### config.mk
export PLATFORM = sky130hd
export DESIGN_NAME = conv_serial_engine_flat
export DESIGN_NICKNAME = d
export VERILOG_FILES = /design/src/rtl/conv_serial_engine_if.sv /design/src/rtl/conv_serial_engine.sv /design/src/flat_wrapper.sv
export SDC_FILE = /design/constraint.sdc
export NUM_CORES = 1
export LEC_CHECK = 0
export CAP_MARGIN = 25
export CORE_ASPECT_RATIO = 1.25
export CORE_UTILIZATION = 35
export DETAILED_ROUTE_END_ITERATION = 10
export GPL_TIMING_DRIVEN = 0
export MAX_ROUTING_LAYER = met4
export PLACE_DENSITY_LB_ADDON = 0.3
export SYNTH_ARGS = -nofsm -noshare
export SYNTH_HDL_FRONTEND = slang
export SYNTH_SLANG_ARGS = --single-unit
export TNS_END_PERCENT = 20
### constraint.sdc
create_clock -name clk -period 15.85 [get_ports clk]
set_clock_uncertainty 0.05 [all_clocks]
set_input_delay 1.585 -clock clk [delete_from_list [all_inputs] [get_ports clk]]
set_output_delay 1.585 -clock clk [all_outputs]
set_load 0.01 [all_outputs]
### src/rtl/conv_serial_engine_if.sv
// Bus bundle for the serial convolution engine: start/status handshake,
// the three-port input-matrix and filter RAM read buses, and the S_OUT write bus.
interface conv_serial_engine_if #(
    parameter int DW = 8
);
    logic          start;
    logic          busy;
    logic          done;
    logic          ovf;
    logic [3:0]    addr_A0;
    logic [3:0]    addr_A1;
    logic [3:0]    addr_A2;
    logic [3:0]    addr_F0;
    logic [3:0]    addr_F1;
    logic [3:0]    addr_F2;
    logic [DW-1:0] in_A0;
    logic [DW-1:0] in_A1;
    logic [DW-1:0] in_A2;
    logic [DW-1:0] in_F0;
    logic [DW-1:0] in_F1;
    logic [DW-1:0] in_F2;
    logic [1:0]    en_INP;
    logic [1:0]    en_FIL;
    logic [DW-1:0] wr_data;
    logic [1:0]    addr_S;
    logic [1:0]    en_S;

    // Engine side: drives RAM addresses/enables and status, consumes read data.
    modport master (
        input  start,
        output busy, done, ovf,
        output addr_A0, addr_A1, addr_A2,
        output addr_F0, addr_F1, addr_F2,
        input  in_A0, in_A1, in_A2,
        input  in_F0, in_F1, in_F2,
        output en_INP, en_FIL,
        output wr_data, addr_S, en_S
    );

    // Host/RAM side: issues start, returns read data, observes writes.
    modport slave (
        output start,
        input  busy, done, ovf,
        input  addr_A0, addr_A1, addr_A2,
        input  addr_F0, addr_F1, addr_F2,
        output in_A0, in_A1, in_A2,
        output in_F0, in_F1, in_F2,
        input  en_INP, en_FIL,
        input  wr_data, addr_S, en_S
    );
endinterface

### src/rtl/conv_serial_engine.sv
// Serial 2D convolution engine: 4x4 input, 3x3 filter, 2x2 output (stride 1,
// no padding). One filter row is multiply-accumulated per step through the three
// read ports of each input RAM; each finished pixel is shifted, saturated and
// written to the S_OUT RAM.
module conv_serial_engine #(
    parameter int DW     = 8,
    parameter int RD_LAT = 1,
    parameter int SHIFT  = 0
) (
    input logic                clk,
    input logic                rst,
    conv_serial_engine_if.master bus
);
    localparam int  PW   = 2 * DW;       // one product
    localparam int  RW   = PW + 2;       // sum of three products
    localparam int  AW   = PW + 4;       // sum of three row sums
    localparam bit  LAT1 = (RD_LAT != 0);

    typedef enum logic [2:0] {S_IDLE, S_RD, S_ACC, S_WR, S_DONE} state_t;

    state_t          state;
    logic            r;
    logic            c;
    logic [1:0]      k;
    logic [AW-1:0]   acc;

    logic [PW-1:0]   prod0, prod1, prod2;
    logic [RW-1:0]   rowsum;
    logic [AW-1:0]   acc_next;
    logic            ld_r, ld_c;
    logic [1:0]      ld_k;
    logic [1:0]      row;
    logic [3:0]      nxt_a0;
    logic [3:0]      nxt_f0;

    // Shift the accumulator and clamp it to the largest DW-bit value.
    function automatic logic [DW-1:0] sat_val(input logic [AW-1:0] v);
        logic [AW-1:0] q;
        q = v >> SHIFT;
        return (|q[AW-1:DW]) ? {DW{1'b1}} : q[DW-1:0];
    endfunction

    // True when the shifted accumulator does not fit in DW bits.
    function automatic logic sat_hit(input logic [AW-1:0] v);
        logic [AW-1:0] q;
        q = v >> SHIFT;
        return |q[AW-1:DW];
    endfunction

    // Row multiply-accumulate; products are unsigned and the sums never wrap.
    always_comb begin
        prod0    = {{DW{1'b0}}, bus.in_A0} * {{DW{1'b0}}, bus.in_F0};
        prod1    = {{DW{1'b0}}, bus.in_A1} * {{DW{1'b0}}, bus.in_F1};
        prod2    = {{DW{1'b0}}, bus.in_A2} * {{DW{1'b0}}, bus.in_F2};
        rowsum   = {2'b00, prod0} + {2'b00, prod1} + {2'b00, prod2};
        acc_next = (k == 2'd0) ? {2'b00, rowsum} : acc + {2'b00, rowsum};
    end

    // Coordinates and base addresses of the next RD step, so the registered
    // addresses are already valid in the first RD cycle.
    always_comb begin
        ld_r = 1'b0;
        ld_c = 1'b0;
        ld_k = 2'd0;
        if (state == S_WR) begin
            {ld_r, ld_c} = {r, c} + 2'd1;
        end else if (state == S_RD || state == S_ACC) begin
            ld_r = r;
            ld_c = c;
            ld_k = k + 2'd1;
        end
        row    = ld_k + {1'b0, ld_r};
        nxt_a0 = {row, 2'b00} + {3'b000, ld_c};
        nxt_f0 = {1'b0, ld_k, 1'b0} + {2'b00, ld_k};
    end

    // Control FSM with all outputs registered alongside the state.
    always_ff @(posedge clk) begin
        if (!rst) begin
            state       <= S_IDLE;
            r           <= 1'b0;
            c           <= 1'b0;
            k           <= 2'd0;
            acc         <= '0;
            bus.busy    <= 1'b0;
            bus.done    <= 1'b0;
            bus.ovf     <= 1'b0;
            bus.addr_A0 <= 4'd0;
            bus.addr_A1 <= 4'd0;
            bus.addr_A2 <= 4'd0;
            bus.addr_F0 <= 4'd0;
            bus.addr_F1 <= 4'd0;
            bus.addr_F2 <= 4'd0;
            bus.en_INP  <= 2'b00;
            bus.en_FIL  <= 2'b00;
            bus.wr_data <= '0;
            bus.addr_S  <= 2'd0;
            bus.en_S    <= 2'b00;
        end else begin
            case (state)
                S_IDLE: begin
                    if (bus.start) begin
                        state       <= S_RD;
                        r           <= 1'b0;
                        c           <= 1'b0;
                        k           <= 2'd0;
                        bus.busy    <= 1'b1;
                        bus.ovf     <= 1'b0;
                        bus.en_INP  <= 2'b10;
                        bus.en_FIL  <= 2'b10;
                        bus.addr_A0 <= nxt_a0;
                        bus.addr_A1 <= nxt_a0 + 4'd1;
                        bus.addr_A2 <= nxt_a0 + 4'd2;
                        bus.addr_F0 <= nxt_f0;
                        bus.addr_F1 <= nxt_f0 + 4'd1;
                        bus.addr_F2 <= nxt_f0 + 4'd2;
                    end
                end
                S_RD, S_ACC: begin
                    if (state == S_RD && LAT1) begin
                        // Registered RAM: data for these addresses arrives next cycle.
                        state <= S_ACC;
                    end else begin
                        acc <= acc_next;
                        if (k == 2'd2) begin
                            state       <= S_WR;
                            bus.en_INP  <= 2'b00;
                            bus.en_FIL  <= 2'b00;
                            bus.wr_data <= sat_val(acc_next);
                            bus.ovf     <= bus.ovf | sat_hit(acc_next);
                            bus.addr_S  <= {r, c};
                            bus.en_S    <= 2'b11;
                        end else begin
                            state       <= S_RD;
                            k           <= ld_k;
                            bus.addr_A0 <= nxt_a0;
                            bus.addr_A1 <= nxt_a0 + 4'd1;
                            bus.addr_A2 <= nxt_a0 + 4'd2;
                            bus.addr_F0 <= nxt_f0;
                            bus.addr_F1 <= nxt_f0 + 4'd1;
                            bus.addr_F2 <= nxt_f0 + 4'd2;
                        end
                    end
                end
                S_WR: begin
                    bus.en_S <= 2'b00;
                    if ({r, c} == 2'b11) begin
                        state    <= S_DONE;
                        bus.done <= 1'b1;
                    end else begin
                        state       <= S_RD;
                        r           <= ld_r;
                        c           <= ld_c;
                        k           <= 2'd0;
                        bus.en_INP  <= 2'b10;
                        bus.en_FIL  <= 2'b10;
                        bus.addr_A0 <= nxt_a0;
                        bus.addr_A1 <= nxt_a0 + 4'd1;
                        bus.addr_A2 <= nxt_a0 + 4'd2;
                        bus.addr_F0 <= nxt_f0;
                        bus.addr_F1 <= nxt_f0 + 4'd1;
                        bus.addr_F2 <= nxt_f0 + 4'd2;
                    end
                end
                S_DONE: begin
                    state    <= S_IDLE;
                    bus.busy <= 1'b0;
                    bus.done <= 1'b0;
                end
                default: begin
                    state <= S_IDLE;
                end
            endcase
        end
    end
endmodule

### src/flat_wrapper.sv
// flat-port wrapper written by rule: the top's interface ports become plain ports
module conv_serial_engine_flat 
#(
    parameter int DW     = 8,
    parameter int RD_LAT = 1,
    parameter int SHIFT  = 0
)
  (clk, rst, bus_start, bus_busy, bus_done, bus_ovf, bus_addr_A0, bus_addr_A1, bus_addr_A2, bus_addr_F0, bus_addr_F1, bus_addr_F2, bus_in_A0, bus_in_A1, bus_in_A2, bus_in_F0, bus_in_F1, bus_in_F2, bus_en_INP, bus_en_FIL, bus_wr_data, bus_addr_S, bus_en_S);
  conv_serial_engine_if #(.DW(DW)) bus_i ();
  input logic clk;
  input logic rst;
  input wire logic [$bits(bus_i.start)-1:0] bus_start;
  output wire logic [$bits(bus_i.busy)-1:0] bus_busy;
  output wire logic [$bits(bus_i.done)-1:0] bus_done;
  output wire logic [$bits(bus_i.ovf)-1:0] bus_ovf;
  output wire logic [$bits(bus_i.addr_A0)-1:0] bus_addr_A0;
  output wire logic [$bits(bus_i.addr_A1)-1:0] bus_addr_A1;
  output wire logic [$bits(bus_i.addr_A2)-1:0] bus_addr_A2;
  output wire logic [$bits(bus_i.addr_F0)-1:0] bus_addr_F0;
  output wire logic [$bits(bus_i.addr_F1)-1:0] bus_addr_F1;
  output wire logic [$bits(bus_i.addr_F2)-1:0] bus_addr_F2;
  input wire logic [$bits(bus_i.in_A0)-1:0] bus_in_A0;
  input wire logic [$bits(bus_i.in_A1)-1:0] bus_in_A1;
  input wire logic [$bits(bus_i.in_A2)-1:0] bus_in_A2;
  input wire logic [$bits(bus_i.in_F0)-1:0] bus_in_F0;
  input wire logic [$bits(bus_i.in_F1)-1:0] bus_in_F1;
  input wire logic [$bits(bus_i.in_F2)-1:0] bus_in_F2;
  output wire logic [$bits(bus_i.en_INP)-1:0] bus_en_INP;
  output wire logic [$bits(bus_i.en_FIL)-1:0] bus_en_FIL;
  output wire logic [$bits(bus_i.wr_data)-1:0] bus_wr_data;
  output wire logic [$bits(bus_i.addr_S)-1:0] bus_addr_S;
  output wire logic [$bits(bus_i.en_S)-1:0] bus_en_S;
  assign bus_i.start = bus_start;
  assign bus_busy = bus_i.busy;
  assign bus_done = bus_i.done;
  assign bus_ovf = bus_i.ovf;
  assign bus_addr_A0 = bus_i.addr_A0;
  assign bus_addr_A1 = bus_i.addr_A1;
  assign bus_addr_A2 = bus_i.addr_A2;
  assign bus_addr_F0 = bus_i.addr_F0;
  assign bus_addr_F1 = bus_i.addr_F1;
  assign bus_addr_F2 = bus_i.addr_F2;
  assign bus_i.in_A0 = bus_in_A0;
  assign bus_i.in_A1 = bus_in_A1;
  assign bus_i.in_A2 = bus_in_A2;
  assign bus_i.in_F0 = bus_in_F0;
  assign bus_i.in_F1 = bus_in_F1;
  assign bus_i.in_F2 = bus_in_F2;
  assign bus_en_INP = bus_i.en_INP;
  assign bus_en_FIL = bus_i.en_FIL;
  assign bus_wr_data = bus_i.wr_data;
  assign bus_addr_S = bus_i.addr_S;
  assign bus_en_S = bus_i.en_S;
  conv_serial_engine #(.DW(DW), .RD_LAT(RD_LAT), .SHIFT(SHIFT)) u_core (.clk(clk), .rst(rst), .bus(bus_i));
endmodule
==> After elaboration in Yosys (flattened, before gate mapping) <==
Index checks and enable logic that the tools add are counted.
{ "word_totals": {"regBits": 68, "input_bits": 51, "elab_cells": 135} }
{ "op_classes": {"n_addsub": 12, "mul": 3, "n_eq_ne": 12, "n_mux": 68, "bitwise_logic": 2, "n_reduce_logical": 20} }
{ "ops": {"columns": ["operator", "n"], "rows": [
  ["$mux W4", 24],
  ["$pmux W4 S3", 6],
  ["$mul A8 B8 Y16", 3],
  ["$mux W2", 13],
  ["$add A20 B18 Y20", 1],
  ["$mux W20", 1],
  ["$add A18 B16 Y18", 1],
  ["$add A16 B16 Y17", 1],
  ["$pmux W2 S3", 2],
  ["$reduce_or A12 Y1", 1],
  ["$mux W1", 11],
  ["$ne A2 B2 Y1 const B", 5],
  ["$pmux W1 S2", 5],
  ["$reduce_and A5 Y1", 2],
  ["$reduce_bool A2 Y1", 5],
  ["$mux W3", 3],
  ["$pmux W3 S3", 1],
  ["$reduce_and A3 Y1", 3],
  ["$add A4 B1 Y4 const B", 2],
  ["$add A4 B2 Y4 const B", 2],
  ["$mux W8", 1],
  ["$eq A3 B2 Y1 const B", 2],
  ["$reduce_and A2 Y1", 3],
  ["$add A2 B1 Y2 const B", 2],
  ["16 further kinds", 17]
]} }

==> Logic depth before layout (Yosys ltp) <==
Gate-level depths: netlist of run 1.
{ "logic_depth": {"depth_word": 10, "ltp_mapped": 42} }

==> Least setup slack after synthesis of run 1 <==
OpenSTA, ideal clock, no wires.
{ "synth_path": {"path_type": "input to register", "start": "in bus_in_F0[4]", "end": "reg u_core.bus.wr_data[2]", "setup_ns": 0.152, "arrival_ns": 10.944, "t_required_ns": 15.648, "setup_slack_ns": 4.704, "cell_stages": 35, "path_buffers": 0, "path_cell_list": "nand2_1 > fa_1 > fa_1 > fa_1 > inv_1 > fa_1 > fa_1 > inv_1 > fa_1 > inv_1 > ha_1 > a21boi_0 > o21ai_0 > nor2b_1 > xnor2_1 > ha_1 > inv_1 > fa_1 > fa_1 > fa_1 > inv_1 > ha_1 > o21a_1 > nor2_1 > or4b_1 > nor2b_1 > xnor2_1 > ha_1 > a21o_1 > a21oi_1 > nor2_1 > a311oi_1 > or3b_4 > a2111oi_4 > a41oi_1"} }
{ "synth_via": {"elab_chain_len": 7} }
{ "synth_lines": {"columns": ["item", "line_no", "text"], "rows": [
  ["start: declaration", "flat_wrapper.sv:25", "input wire logic [$bits(bus_i.in_F0)-1:0] bus_in_F0;"],
  ["$mul A8 B8 Y16 (*)", "conv_serial_engine.sv:52", "prod0 = {{DW{1'b0}}, bus.in_A0} * {{DW{1'b0}}, bus.in_F0};"],
  ["$add A16 B16 Y17 (*)", "conv_serial_engine.sv:55", "rowsum = {2'b00, prod0} + {2'b00, prod1} + {2'b00, prod2};"],
  ["$add A18 B16 Y18 (*)", "conv_serial_engine.sv:55", null],
  ["$add A20 B18 Y20", "conv_serial_engine.sv:56", "acc_next = (k == 2'd0) ? {2'b00, rowsum} : acc + {2'b00, rowsum};"],
  ["$mux W20 (*)", "conv_serial_engine.sv:56", null],
  ["$reduce_or A12 Y1 (*)", "conv_serial_engine.sv:40", "return (|q[AW-1:DW]) ? {DW{1'b1}} : q[DW-1:0];"],
  ["$mux W8 (*)", "conv_serial_engine.sv:40", null],
  ["end signal: assignment", "conv_serial_engine.sv:129", "bus.wr_data <= sat_val(acc_next);"],
  ["end: declaration", "conv_serial_engine_if.sv:37", "output wr_data, addr_S, en_S"]
]} }
Mark *: on every way between the ends. The rest lies on a longest branch, timed or not.
A chain may end at the register's enable or synchronous reset.

==> Final worst setup path of run 1 <==
{ "layout_path": {"start": "in bus_in_A0[2]", "end": "reg u_core.bus.wr_data[2]"} }
{ "layout_via": {"elab_chain_len": 7} }
{ "layout_lines": {"columns": ["item", "line_no", "text"], "rows": [
  ["start: declaration", "flat_wrapper.sv:22", "input wire logic [$bits(bus_i.in_A0)-1:0] bus_in_A0;"],
  ["$mul A8 B8 Y16 (*)", "conv_serial_engine.sv:52", null],
  ["$add A16 B16 Y17 (*)", "conv_serial_engine.sv:55", null],
  ["$add A18 B16 Y18 (*)", "conv_serial_engine.sv:55", null],
  ["$add A20 B18 Y20", "conv_serial_engine.sv:56", null],
  ["$mux W20 (*)", "conv_serial_engine.sv:56", null],
  ["$reduce_or A12 Y1", "conv_serial_engine.sv:40", null],
  ["$mux W8 (*)", "conv_serial_engine.sv:40", null]
]} }
Marks and branches as above.

==> results of run 1 <==
[area by class of cell]
cell class / instances / share of cell area [%]
multi-input combinational: 902 / 68.6
sequential: 56 / 9.31
inverter: 243 / 7.57
timing repair buffer: 89 / 7.40
tap: 396 / 4.11
buffer: 38 / 1.66
clock buffer: 6 / 1.15
clock inverter: 2 / 0.145
[per-layer routing]
layer | up-vias | routed length [um] | GRT usage (%) | part of all wire (%)
li1 | 4112 | - | - | -
met1 | 4038 | 10400 | 20.8 | 45
met2 | 147 | 11800 | 28.0 | 51
met3 | 17 | 618 | 0.954 | 2.7
met4 | 0 | 242 | 3.05 | 1.0
met5 | - | 0 | - | 0
[final timing paths]
kind | end | slack, ns | cells after the start
worst max-delay path | u_core.bus.wr_data[2]$_SDFFE_PN0P_ | 3.03 | 37
worst max register to register | u_core.bus.wr_data[2]$_SDFFE_PN0P_ | 11.98 | 10
worst min-delay path | u_core.bus.addr_F1[1]$_SDFFE_PN0P_ | 0.40 | 2
worst min register to register | u_core.bus.addr_F1[1]$_SDFFE_PN0P_ | 0.40 | 2
[worst max-delay path, delay by kind of cell]
kind / cells / cell delay [ns]
AOI/OAI and AO/OA: 10 / 3.00
xor gates and xnor gates: 2 / 0.33
adders and majority gates: 13 / 5.86
buffers and inverters: 8 / 1.20
and+or+nand+nor: 4 / 0.90
[flip-flops by register name (all words and copies together), names as in the netlist]
name / cells
u_core.acc: 20
u_core.bus.wr_data: 8
u_core.bus.addr_F1: 4
u_core.bus.addr_F2: 4
u_core.bus.addr_A2: 3
u_core.state: 3
u_core.bus.addr_S: 2
u_core.k: 2
u_core.bus.addr_A0: 1
u_core.bus.addr_A1: 1
u_core.bus.addr_F0: 1
u_core.bus.busy: 1
u_core.bus.done: 1
u_core.bus.en_FIL: 1
u_core.bus.en_S: 1
u_core.bus.ovf: 1
u_core.c: 1
u_core.r: 1
[cell families after synthesis]
group	Yosys count	share of synthesized area, %
xor+xnor	44	3.67
simple gates	376	17.4
compound gates	191	12.9
fa+ha+maj	280	44.0
flops	56	10.7
other cells	1	0.0357
mux	8	0.799
buf+inv	281	10.6
[cell usage in the layout, fill, tap and decap left out, types with 9 or more instances in the layout]
master	count
nand2_1	139
nor2_1	69
xor2_1	18
nor3_1	15
xnor2_1	26
buf_4	14
fa_1	148
ha_1	132
and2_1	111
inv_1	242
a211oi_1	19
dfxtp_1	56
a21oi_1	51
clkbuf_1	18
o21ai_0	36
a31oi_1	9
a21o_1	13
clkdlybuf4s50_1	89
[metrics by stage]
step / instances / util (%) / cell area [um2]
2_1_floorplan: 1239 / - / 10500
3_3_place_gp: 1724 / 40.5 / 11900
3_5_place_dp: 1724 / 40.5 / 11900
4_1_cts: 1732 / 41.0 / 12000
5_1_grt: 1732 / 41.0 / 12000
6_report: 1732 / 41.0 / 12000
==> results.md, run 1 <==
- Rows: 70
- Multi-input combinational cell area: 8270 um2
- Die outline area: 30700 um2
- H-tree levels: 2
- Buffers on Ports: 89
- Initial antenna violation count: 0
- Residual DRC: 0
- Clock slew at reported path FFs: 0.07 ns
- Final worst slack: 3.03 ns
- Die H: 196 um
- Worst path slowest cell: clkdlybuf4s50_1
- CP Launch Type: input pin
- Core region area: 29300 um2
- Asr flop ratio synth: 0%
- Dpl ws: 2.81 ns
- CTS sink count: 56
- Synth top area share: 28.2%
- Bufs on Longest Clock Path: 2
- Starting Density: 35.8%
- Worst-Skew Late Latency: 0.30 ns
- Synth Cell Area: 10500 um2
- Worst EP arrival: 12.90 ns
- Peak fanout along the critical path: 9
- N_diodes: 0
- Post CTS Setup Buffer Count: 0
- Fillcell total: 2987
- Gpl congestion: 0.864
- YS warnings: 0
- Via/cell ratio: 4.80
- Wire length per cell: 13.3 um
- Fmax: 78.0 MHz
- Measured slew at the worst slew-check pin: 0.920 ns
- Most frequent CP cell: fa_1
- Iter 0 DRT Violations: 374
- Num CTS Buffers: 5
- Vias in the first global route: 8360
- Post-Syn Instances: 1237
- CTS tree: yes
- Setup TNS Final: 0 ns
- First-pass GRT wire length: 39.7 mm
- Max Slew Vio Count: 0
- Crit Path Category: input pin to flop
- Hold Crit Start: u_core.bus.addr_F1[1]$_SDFFE_PN0P_
- GRT Overall Usage: 16.2%
- Sequential area share after synthesis: 10.7%
- HP Class: flop to flop
- P&R area growth vs syn: 14.8%
- Via count: 8314
- Cell taking the most area after synthesis: fa_1
- I/O Pins: 94
- Storage cell area: 1120 um2
- CTS Hold Bufs: 0
- Share of layout cells above drive strength 1: 3.82%
- Max-cap violations: 0
- Element type at the critical path end: flop
- Clock root cell: clkbuf_16
- Hold Vio Cnt, Final: 0
- Post-Syn Area per Cell: 8.48 um2
- Status: complete, no violations
- Synth cell count leaders: 242 x inv_1, 148 x fa_1, 139 x nand2_1
- Hold slack: 0.402 ns
- Worst path required time: 15.93 ns
- Overflow after GRT: 0
- Crit-path max cell delay: 0.70 ns
- Largest net degree at the start of global routing: 19
- Die W: 157 um
- Synth Register Bits: 56
- Final min period: 12.82 ns
- Number of flops mapped to enable cells by yosys: 0
- Most frequent cell after synthesis: inv_1
- Routed Antenna Nets: 0
- RSZ-0062 raised after global routing: no
- Final WL: 23.1 mm
- Reg-to-Reg Start: u_core.acc[0]$_SDFFE_PN0P_
- Cell variety after synth: 66
- Period Utilization, post-route: 80.9%
- # setup viols final: 0
- Hpwl dp: 20.2 mm
- Worst slew margin: 38.7%
- Ys flop type: dfxtp_1
- Post-cts sizing count: 0
- Top cells by area, synth: fa_1 28%, ha_1 16%, dfxtp_1 11%
- TritonRoute pass-1 iters: 5
- Final nets: 1666
- Setup crit start: bus_in_A0[2]
Power of run 1 is not shown: default switching activity piles up to over one toggle a cycle in this logic, so the estimate is an artifact.
==> inputs of run 2 (changes only) <==
==> constraint.sdc (replaced) <==
create_clock -name clk -period 12.4 [get_ports clk]
set_clock_uncertainty 0.05 [all_clocks]
set_input_delay 1.24 -clock clk [delete_from_list [all_inputs] [get_ports clk]]
set_output_delay 1.24 -clock clk [all_outputs]
set_load 0.01 [all_outputs]
==> run 2 against run 1 <==
First-iteration DRC count shrank 3.7%. Via count is 0.25% lower. Count of clock-buffer cells in the layout is the same. Critical path depth unchanged. Highest routed layer unchanged. Non-clock buffer count increased by 1.
==> results.md, run 2 (synthesis gave the netlist of run 1 again) <==
- Status: complete, no violations (unchanged)
- Bufs on Longest Clock Path: 2 (unchanged)
- GRT Overall Usage: 16.2% (unchanged)
- Gpl congestion: 0.864 (unchanged)
- I/O Pins: 94 (unchanged)
- Die outline area: 30700 um2 (unchanged)
- Most common cell after layout, fill and taps aside: inv_1 (unchanged)
- Iter 0 DRT Violations: 360 (was 374)
- Period Utilization, post-route: 95.9%
- Residual DRC: 0 (unchanged)
- R2r worst-path depth: 11 (was 10)
- Via/cell ratio: 4.79 (was 4.80)
- Most flops, register: u_core.acc (unchanged)
- Commonest cells after routing, fill and taps aside: 242 x inv_1, 148 x fa_1, 139 x nand2_1 (unchanged)
- Worst slew margin: 48.9% (was 38.7%)
- Peak fanout along the critical path: 9 (unchanged)
- Core region area: 29300 um2 (unchanged)
- Element type at the critical path end: flop (unchanged)
- Max FFs per register: 20 (unchanged)
- Initial antenna violation count: 0 (unchanged)
- Final WL: 23.1 mm (about the same)
- Worst path slowest cell: clkdlybuf4s50_1 (unchanged)
- CTS sink count: 56 (unchanged)
- HP Class: flop to flop (unchanged)
- Clock root cell: clkbuf_16 (unchanged)
- Most frequent CP cell: fa_1 (unchanged)
- Setup crit start: bus_in_F0[4] (was bus_in_A0[2])
- Via count: 8293 (was 8314)
- Wire length per cell: 13.3 um (about the same)
- Starting Density: 35.8% (unchanged)
- WP buf/inv: 7 (was 8)
- Final nets: 1667 (was 1666)
- Share of layout cells above drive strength 1: 4.19% (was 3.82%)
- Hold Vio Cnt, Final: 0 (unchanged)
- P&R area growth vs syn: 15.2% (was 14.8%)
- Crit Path Category: input pin to flop (unchanged)
- Fmax: 84.1 MHz
- Final min period: 11.89 ns
- CP Launch Type: input pin (unchanged)
- Worst-Skew Late Latency: 0.30 ns (about the same)
- Die W: 157 um (unchanged)
- First-pass GRT wire length: 39.7 mm (unchanged)
- H-tree levels: 2 (unchanged)
- Worst EP arrival: 11.98 ns (was 12.90 ns)
- Crit-path leading delay family: adder cells (unchanged)
- Overflow after GRT: 0 (unchanged)
- Vias in the first global route: 8360 (unchanged)
- Largest regs: u_core.acc (20), u_core.bus.wr_data (8) (unchanged)
- Measured slew at the worst slew-check pin: 0.760 ns (was 0.920 ns)
- TritonRoute pass-1 iters: 5 (unchanged)
- Clock slew at reported path FFs: 0.07 ns (about the same)
- Setup TNS Final: 0 ns (unchanged)
- Crit-path max cell delay: 0.67 ns (was 0.70 ns)
- Reg-to-Reg Start: u_core.acc[0]$_SDFFE_PN0P_ (unchanged)
- Buffers on Ports: 89 (unchanged)
- Hold depth: 2 (unchanged)
- N_diodes: 0 (unchanged)
- # setup viols final: 0 (unchanged)
- Num CTS Buffers: 5 (unchanged)
- Hold Crit Start: u_core.bus.addr_F1[1]$_SDFFE_PN0P_ (unchanged)
- Worst path required time: 12.50 ns (was 15.93 ns)
- Die H: 196 um (unchanged)
- Largest net degree at the start of global routing: 19 (unchanged)
- CTS tree: yes (unchanged)
- Max-cap violations: 0 (unchanged)
- WP depth: 37 (unchanged)
- Rows: 70 (unchanged)
- Max Slew Vio Count: 0 (unchanged)
- Hpwl dp: 20.2 mm (unchanged)
- Routed Antenna Nets: 0 (unchanged)
[run 2: changes by cell type in the layout (fill, tap and decap cells not counted), moves of 2 or more]
cell             previous run  this run
dlymetal6s2s_1              0         5
o21ai_0                    36        34
o21ai_1                     6         8
a21oi_1                    51        49
clkdlybuf4s50_1            89        84
[run 2: metal layers]
metal | up-vias | routed length (um) | GRT usage, %
met3 | 19 | 639 | 0.954
met1 | 4031 | 10300 | 20.8
met2 | 134 | 11900 | 28.0
li1 | 4109 | - | -
met4 | 0 | 247 | 3.05
met5 | - | 0 | -
[run 2: what timing repair did]
action / CTS / global route
resized for setup: 0 / 12
endpoints found under the setup margin: 0 / 10
hold buffers: 0 / 0
buffers inserted: 0 / 1
[run 2: worst paths after layout]
kind	end	slack, ns
max	u_core.bus.wr_data[2]$_SDFFE_PN0P_	0.51
min	u_core.bus.addr_F1[1]$_SDFFE_PN0P_	0.40
max reg2reg	u_core.bus.wr_data[2]$_SDFFE_PN0P_	8.91
min reg2reg	u_core.bus.addr_F1[1]$_SDFFE_PN0P_	0.40
[run 2: through the flow]
step,std cells,setup slack [ns],util [%],cell area [um2],hold WS [ns]
finish,1733,0.514,41.2,12100,0.402
detailed placement,1724,-0.292,40.5,11900,0.396
global placement,1724,-0.188,40.5,11900,0.393
CTS,1732,0.00387,41.0,12000,0.406
global route,1733,-0.00742,41.2,12100,0.432
floorplan,1239,1.60,-,10500,0.386
[run 2: layout make-up]
cell class	count	area, um2
clock buffer	6	139
fill	2987	17200
clock inverter	2	17.5
multi-input combinational	902	8300
tap	396	495
buffer	38	200
sequential	56	1120
inverter	243	912
timing repair buffer	90	911
[run 2: worst reg2reg max path, stage by stage (launching register included)]
cell and delay (ns):
dfxtp_1 0.33, ha_1 0.23, fa_1 0.47, a211oi_4 0.31
o21ai_1 0.18, a21oi_2 0.25, nor3_1 0.10, a311oi_2 0.35
or3b_4 0.44, a2111oi_4 0.28, buf_4 0.22, a41oi_1 0.13
Power of run 2 is left out for the same reason.
==> inputs of run 3 (changes only) <==
--- a/config.mk
+++ b/config.mk
@@ -7,6 +7,7 @@
 export LEC_CHECK = 0
 export CAP_MARGIN = 25
 export CORE_ASPECT_RATIO = 1.25
+export CORE_MARGIN = 2
 export CORE_UTILIZATION = 35
 export DETAILED_ROUTE_END_ITERATION = 10
 export GPL_TIMING_DRIVEN = 0
==> run 3 against run 2 <==
Via count is 0.40% higher. Count of clock-buffer cells in the layout unchanged. Global-route usage decreased by 0.92 points. Register-to-register slack worse by 0.11 ns. Final cell count stayed put. Critical path type unchanged. Critical endpoint is now u_core.bus.wr_data[4]$_SDFFE_PN0P_.
==> results.md, run 3 (synthesis gave the netlist of run 1 again) <==
- CTS sink count: 56 (unchanged)
- Reg-to-Reg Start: u_core.acc[0]$_SDFFE_PN0P_ (unchanged)
- HP Class: flop to flop (unchanged)
- Vias in the first global route: 8155 (was 8360)
- Die H: 198 um (was 196 um)
- Setup crit start: bus_in_F0[5] (was bus_in_F0[4])
- Largest regs: u_core.acc (20), u_core.bus.wr_data (8) (unchanged)
- # setup viols final: 0 (unchanged)
- R2r worst-path depth: 11 (unchanged)
- Worst EP arrival: 11.94 ns (was 11.98 ns)
- WL met3: 564 um (was 639 um)
- Buffers on Ports: 89 (unchanged)
- Via count: 8326 (was 8293)
- Peak fanout along the critical path: 9 (unchanged)
- Reg-to-reg setup timing slack: 8.80 ns (was 8.91 ns)
- Met2 WL: 12.2 mm (was 11.9 mm)
- Final WL: 23.0 mm (was 23.1 mm)
- Worst slew margin: 49.5% (was 48.9%)
- Starting Density: 35.7% (was 35.8%)
- N_diodes: 0 (unchanged)
- Hold Crit Start: u_core.bus.addr_S[1]$_SDFFE_PN0P_ (was u_core.bus.addr_F1[1]$_SDFFE_PN0P_)
- Post-layout util: 41.1% (was 41.2%)
- First-pass GRT wire length: 39.1 mm (was 39.7 mm)
- Crit Path Category: input pin to flop (unchanged)
- Worst path slowest cell: clkdlybuf4s50_1 (unchanged)
- Setup TNS Final: 0 ns (unchanged)
- Rows: 70 (unchanged)
- Final nets: 1667 (unchanged)
- TritonRoute pass-1 iters: 5 (unchanged)
- Final min period: 11.85 ns (was 11.89 ns)
- Max layer used: met4 (unchanged)
- Routed Antenna Nets: 0 (unchanged)
- Wire length per cell: 13.3 um (about the same)
- Worst path required time: 12.49 ns (was 12.50 ns)
- Core region area: 29400 um2 (was 29300 um2)
- Bufs on Longest Clock Path: 2 (unchanged)
- CTS tree: yes (unchanged)
- Residual DRC: 0 (unchanged)
- Die W: 159 um (was 157 um)
- Largest net degree at the start of global routing: 17 (was 19)
- Crit-path max cell delay: 0.64 ns (was 0.67 ns)
- Commonest cells after routing, fill and taps aside: 242 x inv_1, 148 x fa_1, 139 x nand2_1 (unchanged)
- Status: complete, no violations (unchanged)
- Most flops, register: u_core.acc (unchanged)
- Most frequent CP cell: fa_1 (unchanged)
- Hpwl dp: 20.3 mm (was 20.2 mm)
- Hold Vio Cnt, Final: 0 (unchanged)
- CP Launch Type: input pin (unchanged)
- H-tree levels: 2 (unchanged)
- Fmax: 84.4 MHz (was 84.1 MHz)
- Fillcell total: 3072 (was 2987)
- Clock slew at reported path FFs: 0.07 ns (about the same)
- Element type at the critical path end: flop (unchanged)
- Die outline area: 31400 um2 (was 30700 um2)
- Via/cell ratio: 4.80 (was 4.79)
- Iter 0 DRT Violations: 310 (was 360)
- R2r endpoint: u_core.bus.wr_data[4]$_SDFFE_PN0P_ (was u_core.bus.wr_data[2]$_SDFFE_PN0P_)
- Gpl congestion: 0.842 (was 0.864)
- Share of layout cells above drive strength 1: 4.04% (was 4.19%)
- Initial antenna violation count: 0 (unchanged)
- Num CTS Buffers: 5 (unchanged)
- Most common cell after layout, fill and taps aside: inv_1 (unchanged)
- Worst-Skew Late Latency: 0.29 ns (was 0.30 ns)
- Clock root cell: clkbuf_16 (unchanged)
- I/O Pins: 94 (unchanged)
- CTS Hold Bufs: 0 (unchanged)
- Max Slew Vio Count: 0 (unchanged)
- Period Utilization, post-route: 95.5% (was 95.9%)
- GRT Overall Usage: 15.3% (was 16.2%)
- Max FFs per register: 20 (unchanged)
- Measured slew at the worst slew-check pin: 0.751 ns (was 0.760 ns)
- P&R area growth vs syn: 15.3% (was 15.2%)
- Max-cap violations: 0 (unchanged)
- Overflow after GRT: 0 (unchanged)
- Worst setup path end: u_core.bus.wr_data[4]$_SDFFE_PN0P_ (was u_core.bus.wr_data[2]$_SDFFE_PN0P_)
- Met1 WL: 10.0 mm (was 10.3 mm)
[run 3: cell types whose count changed in the layout (fill, tap and decap cells not counted), moves of 2 or more]
cell and change:
a21oi_2 +2, clkdlybuf4s50_1 -6, dlymetal6s2s_1 +6, inv_6 -2
[run 3: layout make-up]
cell class / count / area [um2] / area share (%)
Tap cell: 396 / 495 / 4.10
Clock buffer: 6 / 129 / 1.07
Inverter: 243 / 912 / 7.54
Sequential cell: 56 / 1120 / 9.27
Multi-Input combinational cell: 902 / 8280 / 68.4
Buffer: 38 / 200 / 1.65
Clock inverter: 2 / 35.0 / 0.290
Timing Repair Buffer: 90 / 926 / 7.65
[run 3: worst min path at each step]
stage                                              endpoint  cells after the start
after detailed placement  u_core.bus.addr_S[0]$_SDFFE_PN0P_                      2
after CTS                 u_core.bus.addr_S[0]$_SDFFE_PN0P_                      2
after global placement    u_core.bus.addr_S[0]$_SDFFE_PN0P_                      2
after floorplan                  u_core.acc[8]$_SDFFE_PN0P_                      2
after global routing      u_core.bus.addr_S[0]$_SDFFE_PN0P_                      2
final                     u_core.bus.addr_S[1]$_SDFFE_PN0P_                      2
[run 3: routing by layer]
| metal | vias to the layer above | global-route usage [%] |
|---|---|---|
| met1 | 4089 | 18.6 |
| met4 | 0 | 2.15 |
| met5 | - | - |
| li1 | 4102 | - |
| met3 | 15 | 0.966 |
| met2 | 120 | 28.6 |
[run 3: what timing repair did]
action / CTS / global route
gates resized for setup: 0 / 16
endpoints found under the setup margin: 0 / 10
setup buffers: 0 / 1
[run 3: through the flow]
step                      setup slack (ns)  cell area (um2)  hold slack [ns]  instances
after floorplan                       1.60            10500            0.386       1239
after global placement              -0.154            11900            0.397       1724
after detailed placement            -0.169            11900            0.400       1724
after CTS                            0.105            12100            0.410       1732
after global routing               -0.0126            12100            0.431       1733
final                                0.555            12100            0.408       1733
[run 3: critical path, delay by kind of cell]
family	cells	cell delay [ns]
fa+ha+maj	13	5.93
xor+xnor	3	0.55
simple gates	6	1.10
buf+inv	7	1.11
compound gates	10	1.99
Power of run 3 is left out for the same reason.
